`src/rtl/fwd_hazard_ctrl.sv`:
```
// Operand-forwarding select and load-use stall controller for the 5-stage pipeline.
// Shadows dst/control metadata through ID/EX (p0), EX/MEM (p1) and MEM/WB (p2).
module fwd_hazard_ctrl #(
   parameter int REG_BITS = 5,
   parameter int CNT_BITS = 16
) (
   input  logic                clk,
   input  logic                rst,
   input  logic                pipe_hold,
   input  logic                flush,
   input  logic [REG_BITS-1:0] id_rs,
   input  logic [REG_BITS-1:0] id_rt,
   input  logic [REG_BITS-1:0] id_dst,
   input  logic                id_reg_write,
   input  logic                id_mem_read,
   output logic [1:0]          fwd_a_sel,
   output logic [1:0]          fwd_b_sel,
   output logic                stall,
   output logic [CNT_BITS-1:0] stall_count
);

   localparam logic [1:0] SEL_RF    = 2'b00;
   localparam logic [1:0] SEL_MEMWB = 2'b01;
   localparam logic [1:0] SEL_EXMEM = 2'b10;

   logic [REG_BITS-1:0] idex_dst_p0;
   logic                idex_rw_p0;
   logic                idex_mr_p0;
   logic [REG_BITS-1:0] exmem_dst_p1;
   logic                exmem_rw_p1;
   logic                exmem_mr_p1;
   logic [REG_BITS-1:0] memwb_dst_p2;
   logic                memwb_rw_p2;

   logic                idex_live;
   logic                exmem_live;
   logic [1:0]          sel_a_nxt;
   logic [1:0]          sel_b_nxt;

   function automatic logic [CNT_BITS-1:0] sat_inc(input logic [CNT_BITS-1:0] v);
      return (&v) ? v : v + 1'b1;
   endfunction

   // Nearer stage wins; the MEM/WB entry is covered by write-before-read in the register file.
   function automatic logic [1:0] pick_sel(input logic [REG_BITS-1:0] src,
                                           input logic                idex_ok,
                                           input logic                exmem_ok);
      if (idex_ok && idex_dst_p0 == src)
         return SEL_EXMEM;
      else if (exmem_ok && exmem_dst_p1 == src)
         return SEL_MEMWB;
      else
         return SEL_RF;
   endfunction

   assign idex_live  = idex_rw_p0  && (idex_dst_p0  != '0);
   assign exmem_live = exmem_rw_p1 && (exmem_dst_p1 != '0);

   assign stall = !pipe_hold && !flush && idex_mr_p0 && idex_live &&
                  ((idex_dst_p0 == id_rs) || (idex_dst_p0 == id_rt));

   always_comb begin
      sel_a_nxt = pick_sel(id_rs, idex_live, exmem_live);
      sel_b_nxt = pick_sel(id_rt, idex_live, exmem_live);
   end

   always_ff @(posedge clk or posedge rst) begin
      if (rst) begin
         idex_dst_p0  <= '0;
         idex_rw_p0   <= 1'b0;
         idex_mr_p0   <= 1'b0;
         exmem_dst_p1 <= '0;
         exmem_rw_p1  <= 1'b0;
         exmem_mr_p1  <= 1'b0;
         memwb_dst_p2 <= '0;
         memwb_rw_p2  <= 1'b0;
         fwd_a_sel    <= SEL_RF;
         fwd_b_sel    <= SEL_RF;
         stall_count  <= '0;
      end else if (!pipe_hold) begin
         // EX/MEM -> MEM/WB stage boundary
         memwb_dst_p2 <= exmem_dst_p1;
         memwb_rw_p2  <= exmem_rw_p1;
         // ID/EX -> EX/MEM stage boundary
         exmem_dst_p1 <= idex_dst_p0;
         exmem_rw_p1  <= idex_rw_p0;
         exmem_mr_p1  <= idex_mr_p0;
         // ID -> ID/EX stage boundary
         if (stall || flush) begin
            idex_dst_p0 <= '0;
            idex_rw_p0  <= 1'b0;
            idex_mr_p0  <= 1'b0;
            fwd_a_sel   <= SEL_RF;
            fwd_b_sel   <= SEL_RF;
         end else begin
            idex_dst_p0 <= id_dst;
            idex_rw_p0  <= id_reg_write;
            idex_mr_p0  <= id_mem_read;
            fwd_a_sel   <= sel_a_nxt;
            fwd_b_sel   <= sel_b_nxt;
         end
         if (stall)
            stall_count <= sat_inc(stall_count);
      end
   end

   // A load must never be picked from EX/MEM; MEM/WB simply follows EX/MEM.
   a_no_load_exmem: assert property (@(posedge clk) disable iff (rst)
      !((fwd_a_sel == SEL_EXMEM || fwd_b_sel == SEL_EXMEM) && exmem_mr_p1));
   a_memwb_follow: assert property (@(posedge clk) disable iff (rst)
      !pipe_hold |=> (memwb_dst_p2 == $past(exmem_dst_p1) && memwb_rw_p2 == $past(exmem_rw_p1)));

endmodule

```
`config.mk`:
```
export PLATFORM = sky130hd
export DESIGN_NAME = fwd_hazard_ctrl
export DESIGN_NICKNAME = d
export VERILOG_FILES = /design/src/rtl/fwd_hazard_ctrl.sv
export SDC_FILE = /design/constraint.sdc
export NUM_CORES = 1
export LEC_CHECK = 0
export BUFFER_PORTS_ARGS = -buffer_cell sky130_fd_sc_hd__buf_4
export CELL_PAD_IN_SITES_DETAIL_PLACEMENT = 1
export CELL_PAD_IN_SITES_GLOBAL_PLACEMENT = 2
export CORE_ASPECT_RATIO = 1.2
export CORE_MARGIN = 2
export CORE_UTILIZATION = 35
export DETAILED_ROUTE_END_ITERATION = 10
export GPL_TIMING_DRIVEN = 0
export PLACE_DENSITY_LB_ADDON = 0.1
export SLEW_MARGIN = 10
export SYNTH_ARGS = -nofsm -noshare
export SYNTH_HDL_FRONTEND = slang
export SYNTH_SLANG_ARGS = --single-unit
```
`constraint.sdc`:
```
create_clock -name clk -period 2.3 [get_ports clk]
set_input_delay 0.115 -clock clk [delete_from_list [all_inputs] [get_ports clk]]
set_output_delay 0.115 -clock clk [all_outputs]
set_load 0.03 [all_outputs]
```
==> results of run 1 <==
## report_power, final
| group | switching, mW | internal, mW |
|---|---|---|
| clock | 0.198 | 0.199 |
| sequential | 0.0314 | 0.603 |
| combinational | 0.0989 | 0.0934 |
| total | 0.329 | 0.895 |
## cell type report
type                    count  area [µm²]  share of cell area (%)
multi-input cells         117         991                    42.6
well taps                  62        77.6                    3.33
plain buffers               4        33.8                    1.45
flip-flops and latches     33         826                    35.5
clock inverters             1        5.00                   0.215
inverters                   2        7.51                   0.323
clock buffers               5        68.8                    2.96
repair buffers             42         318                    13.7
## flip-flops by register name, indices dropped and copies added (netlist names)
name / cells
stall_count: 16
exmem_dst_p1: 5
idex_dst_p0: 5
fwd_a_sel: 2
fwd_b_sel: 2
exmem_rw_p1: 1
idex_mr_p0: 1
idex_rw_p0: 1
## per-layer routing
metal | vias to the layer above | GRT usage [%] | share of wire, %
li1 | 672 | - | -
met1 | 683 | 18.5 | 39
met2 | 31 | 31.1 | 55
met3 | 11 | 3.50 | 3.8
met4 | 0 | 5.94 | 2.2
met5 | - | 0 | 0
## synth_stat cells (2+ instances only)
library cell   n
dfrtp_1       33
xnor2_1       20
a22o_1         2
nand4_1        6
nand3_2        4
a32o_1         8
nand4b_1       2
nor2_1         5
nor3_1         5
mux2_2         6
and4_1         3
nor4b_2        2
nand3_1        5
nand2_1        9
xor2_1        15
and3_1         2
## per-stage QoR
stage,cells,area (µm²),setup WS (ns),total power [mW]
2_1_floorplan,156,1860,0.359,0.765
3_3_place_gp,259,2240,0.309,0.831
3_5_place_dp,259,2240,0.269,0.839
4_1_cts,266,2330,0.186,1.24
5_1_grt,266,2330,0.118,1.28
6_report,266,2330,0.199,1.22
## repair_timing
item                                    4_1_cts  5_1_grt
endpoints found under the setup margin        0        0
hold buffers                                  1        0
hold endpoints to repair                     33        0
## cell families after synthesis
logic type | count (synthesis) | synth area share, %
buffers and inverters | 6 | 2.22
adders and majority gates | 1 | 0.673
muxes | 7 | 4.24
AOI/OAI and AO/OA | 21 | 11.8
DFF | 33 | 44.4
and+or+nand+nor | 53 | 20.1
xor gates and xnor gates | 35 | 16.5
## critical path: stages, from the launching register on
cell and delay [ns]:
dfrtp_1 0.46, xor2_1 0.22, nor4_4 0.40, o2bb2ai_4 0.23, nand2_4 0.15, inv_2 0.09, buf_4 0.15
## worst paths after layout
| kind | from | to |
|---|---|---|
| max | idex_dst_p0[2] | stall |
| min | id_reg_write | idex_rw_p0 |
| max reg2reg | stall_count[0] | stall_count[1] |
| min reg2reg | stall_count[14] | stall_count[14] |
| max in group asynchronous | rst | stall_count[10] |
| min in group asynchronous | rst | exmem_dst_p1[4] |
==> impl_metrics.env, run 1 <==
export IMPL_nets=227
export IMPL_die_h_um=83.8
export IMPL_drc=0
export IMPL_die_w_um=70.5
export IMPL_via_per_inst=5.25
export IMPL_io_buffers=41
export IMPL_fmax_mhz=476
export IMPL_clk_latency_ns=0.28
export IMPL_hold_depth=2
export IMPL_synth_edf_count=0
export IMPL_syn_cell_area_mm2=0.00186
export IMPL_yosysTopAreaCellShare_pct=44.4
export IMPL_cp_end_kind="output pin"
export IMPL_syn_area_per_cell_um2=11.9
export IMPL_tightest_slew_ns=0.696
export IMPL_grt_overflow_total=0
export IMPL_dp_final_hpwl_um=3560
export IMPL_dieArea_mm2=0.00591
export IMPL_cp_max_fo=8
export IMPL_r2r_slack_ns=0.29
export IMPL_rsz0062_at_grt="no"
export IMPL_ant_nets=0
export IMPL_start_kind="flip-flop"
export IMPL_cts_clk_slew_worst_paths_ns=0.07
export IMPL_slew_headroom_pct=53.5
export IMPL_ys_types=45
export IMPL_critPathArrivalTime_ns=1.99
export IMPL_fin_crit_sh_pct=91.3
export IMPL_areaGrowthSynthToFinish_pct=25.3
export IMPL_antennaDiodeCount=0
export IMPL_cts_tree="done"
export IMPL_cts_htree_levels=2
export IMPL_post_cts_resized=0
export IMPL_syn_nets=178
export IMPL_tns_ns=0
export IMPL_drive_above_1_share_pct=35.8
export IMPL_hold_slack_ns=0.0799
export IMPL_crit_required_ns=2.18
export IMPL_place_gp_congestion=0.851
export IMPL_final_cell_mix="buf_4 (41), dfrtp_1 (33), xnor2_1 (20)"
export IMPL_yosysTopAreaCell="dfrtp_1"
export IMPL_antenna_found_initial=0
export IMPL_final_max_slew_viol_count=0
export IMPL_grt_pass1_vias=1552
export IMPL_clock_path_buffers=2
export IMPL_hold_class="in2reg"
export IMPL_routed_wl_um=4660
export IMPL_post_cts_buffers=0
export IMPL_drt_iter0_markers=37
export IMPL_grt_usage_pct=16.8
export IMPL_numCtsBuffers=5
export IMPL_grt_max_degree=34
export IMPL_setup_viol_count_final=0
export IMPL_fp_row_count=29
export IMPL_first_pass_iters=4
export IMPL_syn_inst=156
export IMPL_start_util_pct=35.8
export IMPL_yosysWarnings=0
export IMPL_path_class="reg2out"
export IMPL_leakagePower_nw=1.07
export IMPL_fin_skew_ns=0.00779
export IMPL_finalHoldViolations=0
export IMPL_final_common_cell="buf_4"
export IMPL_post_route_util_pct=44.9
export IMPL_num_io_pins=42
export IMPL_power_density_mw_per_mm2=526
export IMPL_cap_violations=0
export IMPL_ys_top_cells_by_area="dfrtp_1 (44%), xnor2_1 (9.4%), xor2_1 (7.1%), a32o_1 (4.3%), mux2_2 (3.6%)"
export IMPL_outcome="finished clean"
export IMPL_synth_seq_cells=33
export IMPL_core_region_area_mm2=0.00519
export IMPL_synth_flop_cell="dfrtp_1"
export IMPL_worst_r2r_cell_count=5
export IMPL_clock_root_buffer="clkbuf_8"
export IMPL_fill_cells=574
export IMPL_synthArstFlopShare_pct=100
export IMPL_period_minus_slack_ns=2.10
export IMPL_wl_per_cell_um=17.5
export IMPL_num_vias=1397
export IMPL_peakVddDrop_mv=0.214
export IMPL_grt_pass1_wl_um=7710
export IMPL_ys_seq_area_share_pct=44.4
export IMPL_clkSinkCount=33
No activity file was read; power rests on OpenSTA's default activity.
==> run 2, diff against run 1 <==
--- a/config.mk
+++ b/config.mk
@@ -5,12 +5,13 @@
 export SDC_FILE = /design/constraint.sdc
 export NUM_CORES = 1
 export LEC_CHECK = 0
+export ABC_AREA = 1
 export BUFFER_PORTS_ARGS = -buffer_cell sky130_fd_sc_hd__buf_4
 export CELL_PAD_IN_SITES_DETAIL_PLACEMENT = 1
 export CELL_PAD_IN_SITES_GLOBAL_PLACEMENT = 2
 export CORE_ASPECT_RATIO = 1.2
 export CORE_MARGIN = 2
-export CORE_UTILIZATION = 35
+export CORE_UTILIZATION = 30
 export DETAILED_ROUTE_END_ITERATION = 10
 export GPL_TIMING_DRIVEN = 0
 export PLACE_DENSITY_LB_ADDON = 0.1
==> run 2 against run 1 <==
Die area increased by 37%. Clock power up 69%. Largest power group is now clock. Wire length is 44% higher. Synthesized cell count rose by 120%. Register-to-register slack improved by 0.08 ns. Highest routed layer unchanged. Fmax grew 5.2%.
==> impl_metrics.env, run 2 <==
export IMPL_yosysWarnings=0
export IMPL_grt_pass1_vias=2371
export IMPL_synthArstFlopShare_pct=100
export IMPL_syn_inst=337
export IMPL_post_cts_buffers=0
export IMPL_fin_crit_sh_pct=86.9
export IMPL_final_common_cell="nand2_1"
export IMPL_post_cts_resized=0
export IMPL_final_cell_mix="nand2_1 (154), buf_4 (42), dfrtp_1 (33)"
export IMPL_ant_nets=0
export IMPL_drc=0
export IMPL_cts_clk_slew_worst_paths_ns=0.08
export IMPL_nets=407
export IMPL_dieArea_mm2=0.00808
export IMPL_clk_latency_ns=0.29
export IMPL_die_w_um=82.4
export IMPL_drt_iter0_markers=78
export IMPL_cts_htree_levels=2
export IMPL_antennaDiodeCount=0
export IMPL_syn_area_per_cell_um2=6.56
export IMPL_dp_cells=467
export IMPL_num_io_pins=42
export IMPL_cp_end_kind="output pin"
export IMPL_hold_slack_ns=0.127
export IMPL_grt_usage_pct=17.7
export IMPL_first_pass_iters=4
export IMPL_ys_seq_area_share_pct=37.4
export IMPL_crit_required_ns=2.18
export IMPL_power_density_mw_per_mm2=539
export IMPL_cp_max_fo=10
export IMPL_hold_class="in2reg"
export IMPL_via_per_inst=4.76
export IMPL_largest_register_ffs=16
export IMPL_synth_most_common_cell="nand2_1"
export IMPL_peakVddDrop_mv=0.366
export IMPL_dp_final_hpwl_um=5210
export IMPL_die_h_um=98.0
export IMPL_cts_tree="done"
export IMPL_clock_root_buffer="clkbuf_8"
export IMPL_clock_path_buffers=2
export IMPL_place_gp_congestion=0.762
export IMPL_fmax_mhz=501
export IMPL_grt_overflow_total=0
export IMPL_post_route_util_pct=38.5
export IMPL_tightest_slew_ns=0.749
export IMPL_areaGrowthSynthToFinish_pct=25.2
export IMPL_setup_ws_ns=0.302
export IMPL_ys_types=25
export IMPL_synth_edf_count=0
export IMPL_leakagePower_nw=1.47
export IMPL_antenna_found_initial=0
export IMPL_instances_no_fill=476
export IMPL_detailedPlace_worstSlack_ns=0.348
export IMPL_fin_skew_ns=0.00668
export IMPL_slew_headroom_pct=50.0
export IMPL_reg_top3="stall_count (16), exmem_dst_p1 (5), idex_dst_p0 (5)"
export IMPL_critPathArrivalTime_ns=1.88
export IMPL_num_vias=2267
export IMPL_outcome="finished clean"
export IMPL_start_kind="flip-flop"
export IMPL_syn_nets=359
export IMPL_synth_flop_cell="dfrtp_1"
export IMPL_setup_viol_count_final=0
export IMPL_tns_ns=0
export IMPL_synth_seq_cells=33
export IMPL_cap_violations=0
export IMPL_grt_max_degree=34
export IMPL_fp_row_count=34
export IMPL_yosysTopAreaCellShare_pct=37.4
export IMPL_io_buffers=40
export IMPL_start_util_pct=30.8
export IMPL_yosysTopAreaCell="dfrtp_1"
export IMPL_clkSinkCount=33
export IMPL_max_flop_register="stall_count"
export IMPL_yosys_top_cells_count="nand2_1 (154), dfrtp_1 (33), inv_1 (30)"
export IMPL_numCtsBuffers=5
export IMPL_finalHoldViolations=0
export IMPL_hold_depth=2
export IMPL_routed_wl_um=6710
export IMPL_grt_pass1_wl_um=11200
export IMPL_period_minus_slack_ns=2.00
export IMPL_worst_r2r_cell_count=10
export IMPL_path_class="reg2out"
export IMPL_rsz0062_at_grt="no"
export IMPL_drive_above_1_share_pct=17.6
export IMPL_ys_top_cells_by_area="dfrtp_1 (37%), nand2_1 (26%), nand4_1 (6.8%), inv_1 (5.1%), nor2_1 (4.8%)"
export IMPL_syn_cell_area_mm2=0.00221
export IMPL_final_max_slew_viol_count=0
export IMPL_core_region_area_mm2=0.00719
export IMPL_wl_per_cell_um=14.1
-- run 2: worst max-delay path, stage by stage (launching register included) --
cell	delay [ns]
dfrtp_1	0.42
inv_2	0.08
nand2_1	0.06
nand2_1	0.04
nor2_1	0.15
nand3_1	0.19
nand2_4	0.19
nand2_2	0.08
buf_4	0.18
inv_1	0.06
buf_4	0.15
-- run 2: timing repair --
| action | in CTS | in global routing |
|---|---|---|
| hold buffers | 1 | 0 |
| endpoints found under the hold margin | 19 | 0 |
| setup endpoints to repair | 0 | 0 |
-- run 2: worst paths after layout --
| kind | start | end | slack (ns) |
|---|---|---|---|
| max | idex_dst_p0[2] | stall | 0.30 |
| min | pipe_hold | exmem_rw_p1 | 0.13 |
| max reg2reg | stall_count[0] | stall_count[4] | 0.37 |
| min reg2reg | fwd_b_sel[0] | fwd_b_sel[0] | 0.50 |
| max in group asynchronous | rst | idex_dst_p0[1] | 1.29 |
| min in group asynchronous | rst | idex_dst_p0[3] | 0.52 |
-- run 2: cells by family after synthesis --
family          Yosys count  synth area share, %
buf+inv                  45                 8.49
xor+xnor                  9                 3.57
simple gates            240                 48.0
compound gates            9                 2.04
fa+ha+maj                 1                0.566
flops                    33                 37.4
-- run 2: where the power goes --
part / switching, mW / internal (mW) / leakage [nW]
registers: 0.0249 / 0.600 / 0.449
clock network: 0.241 / 0.431 / 0.0681
logic: 0.122 / 0.0722 / 0.956
-- run 2: metrics by stage --
step                cell area [µm²]  power, mW
global route                   2770       1.56
floorplan                      2210      0.754
finish                         2770       1.49
detailed placement             2620      0.835
CTS                            2770       1.51
global placement               2620      0.830
-- run 2: area by class of cell --
cell class / count / area, µm²
Clock buffer: 5 / 68.8
Inverter: 36 / 135
Sequential cell: 33 / 826
Tap cell: 90 / 113
Multi-Input combinational cell: 259 / 1200
Clock inverter: 3 / 65.1
Timing Repair Buffer: 41 / 310
Fill cell: 943 / 4420
Buffer: 9 / 52.6
-- run 2: metal layers --
| metal | wire (µm) | vias up | part of all wire, % | track usage, % |
|---|---|---|---|---|
| met1 | 2790 | 1075 | 42 | 20.0 |
| met5 | 0 | - | 0 | 0 |
| met3 | 136 | 7 | 2.0 | 2.77 |
| li1 | - | 1160 | - | - |
| met2 | 3720 | 25 | 55 | 33.8 |
| met4 | 63 | 0 | 0.94 | 3.59 |
==> run 3, diff against run 2 <==
--- a/config.mk
+++ b/config.mk
@@ -7,11 +7,12 @@
 export LEC_CHECK = 0
 export ABC_AREA = 1
 export BUFFER_PORTS_ARGS = -buffer_cell sky130_fd_sc_hd__buf_4
+export CAP_MARGIN = 5
 export CELL_PAD_IN_SITES_DETAIL_PLACEMENT = 1
 export CELL_PAD_IN_SITES_GLOBAL_PLACEMENT = 2
 export CORE_ASPECT_RATIO = 1.2
 export CORE_MARGIN = 2
-export CORE_UTILIZATION = 30
+export CORE_UTILIZATION = 32
 export DETAILED_ROUTE_END_ITERATION = 10
 export GPL_TIMING_DRIVEN = 0
 export PLACE_DENSITY_LB_ADDON = 0.1
==> constraint.sdc (replaced) <==
create_clock -name clk -period 2.4 [get_ports clk]
set_input_delay 0.12 -clock clk [delete_from_list [all_inputs] [get_ports clk]]
set_output_delay 0.12 -clock clk [all_outputs]
set_load 0.03 [all_outputs]
==> run 3 against run 2 <==
Wire length fell by 0.15%. Combinational power fell by 5%. Power fell by 9.9%. Count of clock-buffer cells in the layout rose by 2. Largest power group is now sequential cells. Highest routed layer unchanged.
==> impl_metrics.env, run 3 (synthesis results as in run 2) <==
export IMPL_max_flop_register="stall_count"
export IMPL_peakVddDrop_mv=0.217
export IMPL_io_buffers=40
export IMPL_numCtsBuffers=5
export IMPL_power_density_mw_per_mm2=489
export IMPL_grt_max_degree=34
export IMPL_grt_pass1_wl_um=10900
export IMPL_leakagePower_nw=1.46
export IMPL_start_util_pct=32.6
export IMPL_reg2reg_from="stall_count[0]"
export IMPL_antenna_found_initial=0
export IMPL_dp_final_hpwl_um=5210
export IMPL_finalHoldViolations=0
export IMPL_num_io_pins=42
export IMPL_final_cell_mix="nand2_1 (154), buf_4 (42), dfrtp_1 (33)"
export IMPL_antennaDiodeCount=0
export IMPL_cp_max_fo=10
export IMPL_cts_htree_levels=2
export IMPL_ant_nets=0
export IMPL_tns_ns=0
export IMPL_areaGrowthSynthToFinish_pct=24.2
export IMPL_pwr_share_comb_pct=13.7
export IMPL_reg_top3="stall_count (16), exmem_dst_p1 (5), idex_dst_p0 (5)"
export IMPL_wl_per_cell_um=14.2
export IMPL_p_switching_mw=0.360
export IMPL_final_common_cell="nand2_1"
export IMPL_cts_clk_slew_worst_paths_ns=0.08
export IMPL_max_stage_delay_ns=0.42
export IMPL_path_class="reg2out"
export IMPL_num_vias=2283
export IMPL_dp_cells=464
export IMPL_grt_usage_pct=18.6
export IMPL_detailedPlace_worstSlack_ns=0.416
export IMPL_holdPathEnd="exmem_rw_p1"
export IMPL_post_route_util_pct=40.6
export IMPL_instances_no_fill=473
export IMPL_fin_crit_sh_pct=84.4
export IMPL_finalPower_mw=1.34
export IMPL_period_minus_slack_ns=2.03
export IMPL_internal_power_mw=0.984
export IMPL_core_region_area_mm2=0.00677
export IMPL_cap_violations=0
export IMPL_p_seq_share_pct=44.6
export IMPL_clock_root_buffer="clkbuf_8"
export IMPL_drc=0
export IMPL_tightest_slew_ns=0.721
export IMPL_grt_overflow_total=0
export IMPL_hold_class="in2reg"
export IMPL_fmax_mhz=494
export IMPL_final_max_slew_viol_count=0
export IMPL_start_kind="flip-flop"
export IMPL_post_cts_resized=0
export IMPL_grt_pass1_vias=2348
export IMPL_drt_iter0_markers=59
export IMPL_routed_wl_um=6700
export IMPL_worst_r2r_cell_count=10
export IMPL_slew_headroom_pct=51.9
export IMPL_path_buf_inv=4
export IMPL_setup_viol_count_final=0
export IMPL_cp_end_kind="output pin"
export IMPL_setup_ws_ns=0.375
export IMPL_design_area_mm2=0.00275
export IMPL_via_per_inst=4.83
export IMPL_holdCritStartpoint="pipe_hold"
export IMPL_clk_latency_ns=0.29
export IMPL_crit_required_ns=2.28
export IMPL_dieArea_mm2=0.00759
export IMPL_pwr_share_clk_pct=41.6
export IMPL_placed_area_mm2=0.00262
export IMPL_hold_slack_ns=0.142
export IMPL_crit_slowest_cell="dfrtp_1"
export IMPL_place_gp_congestion=0.780
export IMPL_cpLargestDelayFamily="simple AND/OR/NAND/NOR gates"
export IMPL_rsz0062_at_grt="no"
export IMPL_cts_tree="done"
export IMPL_post_cts_buffers=0
export IMPL_critPathArrivalTime_ns=1.91
export IMPL_first_pass_iters=4
export IMPL_r2r_slack_ns=0.46
export IMPL_fin_skew_ns=0.0115
export IMPL_p_sw_share_pct=26.8
export IMPL_outcome="finished clean"
export IMPL_drive_above_1_share_pct=17.4
export IMPL_critical_path_cell_chain="inv_2 -> nand2_1 -> nand2_1 -> nor2_1 -> nand3_1 -> nand2_4 -> nand2_2 -> buf_4 -> inv_1 -> buf_4"
export IMPL_fill_cells=896
export IMPL_nets=407
export IMPL_rr_endpoint="stall_count[7]"
export IMPL_die_w_um=79.9
export IMPL_clock_path_buffers=2
export IMPL_die_h_um=95.1
export IMPL_hold_depth=2
export IMPL_largest_register_ffs=16
export IMPL_clkSinkCount=33
export IMPL_fp_row_count=33
-- run 3: worst register-to-register path, cell delays in order, from the launching register on --
cell and delay, ns:
dfrtp_1 0.45, ha_1 0.29, nand3_1 0.18, inv_2 0.08, nand2_2 0.10, nor2_4 0.05, nor2_4 0.22, nand3_4 0.15
buf_6 0.18, nand2_1 0.07, nand2_1 0.06
-- run 3: layout make-up --
class | count | area, µm² | share of cell area, %
inverter | 36 | 135 | 4.92
buffer | 9 | 52.6 | 1.91
clock inverter | 1 | 30.0 | 1.09
tap | 87 | 109 | 3.96
sequential | 33 | 826 | 30.1
multi-input combinational | 259 | 1200 | 43.6
clock buffer | 7 | 86.3 | 3.14
timing repair buffer | 41 | 310 | 11.3
-- run 3: routing by layer --
| layer | track usage, % | vias up | routed length [µm] |
|---|---|---|---|
| li1 | - | 1155 | - |
| met1 | 19.6 | 1093 | 2640 |
| met5 | 0 | - | 0 |
| met3 | 2.75 | 8 | 154 |
| met2 | 37.2 | 27 | 3800 |
| met4 | 5.79 | 0 | 106 |
-- run 3: timing repair --
item / 4_1_cts / 5_1_grt
hold endpoints to repair: 33 / 0
endpoints found under the setup margin: 0 / 0
hold buffers: 1 / 0
-- run 3: worst max path at each step --
stage | cells after the start | from | slack (ns) | to
after global placement | 10 | stall_count[0] | 0.47 | stall_count[3]
final | 10 | idex_dst_p0[2] | 0.37 | stall
after CTS | 10 | idex_dst_p0[2] | 0.35 | stall
after floorplan | 10 | stall_count[0] | 0.60 | stall_count[2]
after global routing | 10 | idex_dst_p0[2] | 0.21 | stall
after detailed placement | 10 | stall_count[0] | 0.42 | stall_count[7]
-- run 3: power groups by stage --
stage | combinational (mW) | sequential (mW) | clock (mW)
2_1_floorplan | 0.117 | 0.605 | 0
3_3_place_gp | 0.185 | 0.610 | 0
3_5_place_dp | 0.189 | 0.611 | 0
4_1_cts | 0.191 | 0.600 | 0.575
5_1_grt | 0.212 | 0.603 | 0.595
6_report | 0.184 | 0.600 | 0.559
